**src/rtl/sram_port_arbiter.sv**
```systemverilog
// Arbitrates one single-port, 1-cycle-latency SRAM between instruction fetch
// and MEM-stage data requesters, holding responses the owner is not ready for.
module sram_port_arbiter #(
    parameter int unsigned ADDR_W     = 32,
    parameter int unsigned DATA_W     = 32,
    parameter int unsigned STARVE_MAX = 3
) (
    input  logic                clk,
    input  logic                resetn,

    input  logic                inst_req,
    input  logic [ADDR_W-1:0]   inst_addr,
    output logic                inst_addr_ok,
    output logic                inst_data_ok,
    output logic [DATA_W-1:0]   inst_rdata,
    input  logic                inst_resp_rdy,

    input  logic                data_req,
    input  logic                data_wr,
    input  logic [DATA_W/8-1:0] data_wstrb,
    input  logic [ADDR_W-1:0]   data_addr,
    input  logic [DATA_W-1:0]   data_wdata,
    output logic                data_addr_ok,
    output logic                data_data_ok,
    output logic [DATA_W-1:0]   data_rdata,
    input  logic                data_resp_rdy,

    output logic                sram_en,
    output logic [DATA_W/8-1:0] sram_we,
    output logic [ADDR_W-1:0]   sram_addr,
    output logic [DATA_W-1:0]   sram_wdata,
    input  logic [DATA_W-1:0]   sram_rdata
);

    typedef enum logic [1:0] {
        IDLE,
        WAIT,
        HOLD
    } state_t;

    localparam logic [3:0] STARVE_LIM = 4'(STARVE_MAX);

    state_t              state, state_nxt;
    logic                owner, owner_nxt;
    logic                owner_wr, owner_wr_nxt;
    logic [DATA_W-1:0]   hold_buf, hold_buf_nxt;
    logic [3:0]          starve_cnt, starve_cnt_nxt;

    logic                owner_rdy;
    logic                issue_ok;
    logic                starve_win;
    logic                grant_inst;
    logic                grant_data;
    logic                resp_valid;
    logic [DATA_W-1:0]   resp_data;

    always_ff @(posedge clk or negedge resetn) begin
        if (!resetn) begin
            state      <= IDLE;
            owner      <= 1'b0;
            owner_wr   <= 1'b0;
            hold_buf   <= '0;
            starve_cnt <= '0;
        end else begin
            state      <= state_nxt;
            owner      <= owner_nxt;
            owner_wr   <= owner_wr_nxt;
            hold_buf   <= hold_buf_nxt;
            starve_cnt <= starve_cnt_nxt;
        end
    end

    // resetn gates issue so nothing is granted while reset is asserted
    always_comb begin
        owner_rdy  = owner ? data_resp_rdy : inst_resp_rdy;
        issue_ok   = resetn && ((state == IDLE) || owner_rdy);
        starve_win = inst_req && data_req && (starve_cnt == STARVE_LIM);
        grant_inst = issue_ok && inst_req && (starve_win || !data_req);
        grant_data = issue_ok && data_req && !starve_win;
        resp_data  = (state == HOLD) ? hold_buf
                                     : (owner_wr ? '0 : sram_rdata);

        state_nxt      = state;
        owner_nxt      = owner;
        owner_wr_nxt   = owner_wr;
        hold_buf_nxt   = hold_buf;
        starve_cnt_nxt = starve_cnt;

        if (issue_ok) begin
            if (grant_inst || grant_data) begin
                state_nxt    = WAIT;
                owner_nxt    = grant_data;
                owner_wr_nxt = grant_data && data_wr;
            end else begin
                state_nxt = IDLE;
            end
            if (grant_inst || !inst_req) begin
                starve_cnt_nxt = '0;
            end else if (grant_data && (starve_cnt != STARVE_LIM)) begin
                starve_cnt_nxt = starve_cnt + 4'd1;
            end
        end else if (state == WAIT) begin
            state_nxt    = HOLD;
            hold_buf_nxt = resp_data;
        end
    end

    always_comb begin
        resp_valid   = (state != IDLE);
        inst_addr_ok = grant_inst;
        data_addr_ok = grant_data;
        inst_data_ok = resp_valid && !owner;
        data_data_ok = resp_valid && owner;
        inst_rdata   = inst_data_ok ? resp_data : '0;
        data_rdata   = data_data_ok ? resp_data : '0;
        sram_en      = grant_inst || grant_data;
        sram_we      = (grant_data && data_wr) ? data_wstrb : '0;
        sram_addr    = grant_data ? data_addr : (grant_inst ? inst_addr : '0);
        sram_wdata   = grant_data ? data_wdata : '0;
    end

endmodule

```
**config.mk**
```make
export PLATFORM = sky130hd
export DESIGN_NAME = sram_port_arbiter
export DESIGN_NICKNAME = d
export VERILOG_FILES = /design/src/rtl/sram_port_arbiter.sv
export SDC_FILE = /design/constraint.sdc
export NUM_CORES = 1
export LEC_CHECK = 0
export BUFFER_PORTS_ARGS = -buffer_cell sky130_fd_sc_hd__buf_2
export CAP_MARGIN = 30
export CORE_AREA = 2 2 108 110
export DETAILED_ROUTE_END_ITERATION = 16
export DIE_AREA = 0 0 110 112
export GPL_ROUTABILITY_DRIVEN = 0
export PLACE_DENSITY = 0.7
export SETUP_SLACK_MARGIN = 0.3
export SLEW_MARGIN = 20
export SYNTH_ARGS = -nofsm -noshare
export SYNTH_HDL_FRONTEND = slang
export SYNTH_SLANG_ARGS = --single-unit
```
**constraint.sdc**
```tcl
create_clock -name clk -period 4.1 [get_ports clk]
set_input_delay 0.205 -clock clk [delete_from_list [all_inputs] [get_ports clk]]
set_output_delay 0.205 -clock clk [all_outputs]
set_load 0.005 [all_outputs]
```
==> flow_summary.json <==
{
  "synthCells": 426,
  "reg2regPathDepth": 4,
  "hpwlAfterDp_mm": 9.19,
  "irDropWorstVdd_mv": 0.243,
  "hold_viol": 0,
  "cts.sinks": 40,
  "yosys.area_share.simple": 0.276,
  "fin_crit_sh": 0.647,
  "cp_slowest_cell": "nor3b_4",
  "synth_edf_count": 0,
  "syn_area_per_cell_um2": 8.10,
  "cts_tree": "built",
  "ys_ff_latch": 40,
  "overflow": 0,
  "vias": 4011,
  "grt_usage": 0.179,
  "ys.flop_type": "dfrtp_1",
  "setup_viol": 0,
  "initialDrtViolationCount": 157,
  "h-tree-depth": 2,
  "synthMostInstantiatedCell": "nor2_1",
  "synth-xor-area-share": 0,
  "layout.nets": 816,
  "critPathMaxFanout": 32,
  "grt_max_degree": 41,
  "holdPathStages": 3,
  "clk_path_buf_depth": 2,
  "grt_pass1_wl_mm": 17.9,
  "antenna_found_initial": 1,
  "synth_nets": 566,
  "synth-warning-count": 0,
  "synth_top_area_frac": 0.290,
  "die_x_um": 110,
  "grt_pass1_vias": 3646,
  "rsz0062_at_grt": "no",
  "routed_wirelength_mm": 11.6,
  "insertion_delay_ns": 0.28,
  "wl_per_cell_um": 14.2,
  "critPathRequiredTime_ns": 3.89,
  "ff2ff_setup_slack_ns": 2.04,
  "max_stage_delay_ns": 0.50,
  "numCtsBuffers": 5,
  "drc": 0,
  "start_util": 0.309,
  "setup_tns_ns": 0,
  "path_clk_slew_ns": 0.06,
  "die_h_um": 112,
  "r2r_end": "owner",
  "ios": 276,
  "synth_common_cells": "nor2_1, dfrtp_1, a21oi_1",
  "hp-class": "in -> reg",
  "finalClockSkew_ns": 0.00681,
  "synth.area.mux_share": 0.211,
  "synthAdderAreaFrac": 0.00362,
  "netlist_area_mm2": 0.00345,
  "area_delta_synth_final_pct": 48.4,
  "drive_gt1_frac": 0.491,
  "p_leak_nw": 2.97,
  "avgViaCountPerCell": 4.89,
  "fin_util": 0.458,
  "max-cap-violations": 0,
  "worstSetupPathDepth": 7,
  "rows": 39,
  "core_area_mm2": 0.0112,
  "postSynth.asyncResetShare": 1.00,
  "startpoint_type": "flop",
  "slew_headroom": 0.467,
  "ys_top_cells_by_area": "dfrtp_1, mux2_2, mux2i_1, nor2_1, o211ai_1",
  "cp.arrival_ns": 2.45,
  "crit_top_cell": "buf_4",
  "status": "finished, final reports clean",
  "netlist-cell-type-count": 34,
  "tightest_slew_ns": 0.795,
  "clockRootBuffer": "clkbuf_16",
  "ant_nets": 0,
  "finalMaxSlewViolations": 0,
  "firstDrtPassIters": 4,
  "crit_end": "sram_wdata[17]",
  "path_cells": "ha_1 -> nor3b_4 -> buf_4 -> a21oi_1 -> buf_4 -> and3_1 -> buf_2",
  "io_buffers": 275,
  "p_per_area_mw_per_mm2": 491,
  "end_kind": "output port",
  "max_freq_ghz": 0.377,
  "synth_top_family_by_area": "simple AND/OR/NAND/NOR gates",
  "post_cts.repair.setup_buffers": 0,
  "fin_crit_ns": 2.65,
  "synth_compound_area_frac": 0.150,
  "yosysTopAreaCell": "dfrtp_1",
  "cts_resized": 0,
  "dieArea_mm2": 0.0123,
  "critPathKind": "reg -> out",
  "r2r-start": "starve_cnt[0]",
  "cp-startpoint": "starve_cnt[0]",
  "fillers": 1131,
  "cp_num_buf_inv": 3,
  "synth-seq-area-share": 0.290,
  "cp_top_family": "buffers and inverters",
  "postCtsHoldBufs": 1
}
## layer usage
| metal | vias to the layer above | wire length (um) | part of all wire | global-route usage |
|---|---|---|---|---|
| met5 | - | 0 | 0 | 0 |
| met1 | 1820 | 4860 | 0.42 | 0.221 |
| met4 | 0 | 174 | 0.015 | 0.0422 |
| met3 | 14 | 850 | 0.073 | 0.0404 |
| li1 | 2006 | - | - | - |
| met2 | 171 | 5740 | 0.49 | 0.312 |
## layout make-up
class / count / area (um^2) / area share
multi-input combinational: 335 / 2220 / 0.434
antenna: 1 / 2.50 / 0.000489
inverter: 6 / 22.5 / 0.00440
clock inverter: 2 / 12.5 / 0.00244
clock buffer: 5 / 125 / 0.0244
sequential: 40 / 1000 / 0.195
timing repair buffer: 288 / 1560 / 0.304
tap: 143 / 179 / 0.0349
## state kept, by name, summed over array words and instances (netlist names)
name and cells:
state 2, starve_cnt 4, owner_wr 1, owner 1
hold_buf 32
## cell usage in the layout, fill, tap and decap left out, types with 2 or more instances in the layout
master / count
nor2b_1: 33
buf_16: 3
nor3_1: 5
a21oi_1: 35
mux2i_1: 33
clkbuf_16: 5
a32o_1: 2
buf_8: 2
o211ai_1: 32
buf_4: 6
mux2_1: 2
dfrtp_1: 40
nand3_1: 33
buf_2: 275
o221ai_1: 2
o22ai_1: 2
nand2_1: 9
nor2_1: 67
and3_1: 33
nor3b_1: 2
inv_1: 6
mux2_2: 32
## worst reg2reg max path, cell delays in order (launching register included)
cell,delay [ns]
dfrtp_1,0.39
ha_1,0.23
nand4bb_1,0.65
nand2_1,0.54
o22ai_1,0.12
## power by group
part           internal, W  switching, W  total (W)
registers         0.000565      0.000104   0.000669
clock network     0.000221      0.000149   0.000369
logic             0.000728      0.000748    0.00148
## cells by family (layout without fill, tap and decap cells)
logic type	count (synthesis)	count (layout)
mux	68	68
flops	40	40
compound gates	78	78
buf+inv	51	301
simple gates	188	188
other cells	0	1
fa+ha+maj	1	1
## worst min-delay path by stage
stage / startpoint / to / slack [ns]
2_1_floorplan: resetn / hold_buf[0] / -0.09
3_3_place_gp: resetn / owner_wr / 0.13
3_5_place_dp: resetn / owner_wr / 0.13
4_1_cts: data_wr / owner_wr / 0.25
5_1_grt: data_wr / owner_wr / 0.29
6_report: data_wr / owner_wr / 0.27
## per-stage QoR
step / setup WS, ns / instances / area, um^2 / total power, W / hold slack (ns)
after global placement: 1.67 / 805 / 4850 / 0.00205 / 0.129
after CTS: 1.45 / 818 / 5110 / 0.00255 / 0.253
after global routing: 1.30 / 820 / 5120 / 0.00275 / 0.288
final: 1.45 / 820 / 5120 / 0.00251 / 0.265
after detailed placement: 1.68 / 810 / 4960 / 0.00216 / 0.129
after floorplan: 2.45 / 426 / 3450 / 0.00161 / -0.0906
No activity file was read; power rests on OpenSTA's default activity.
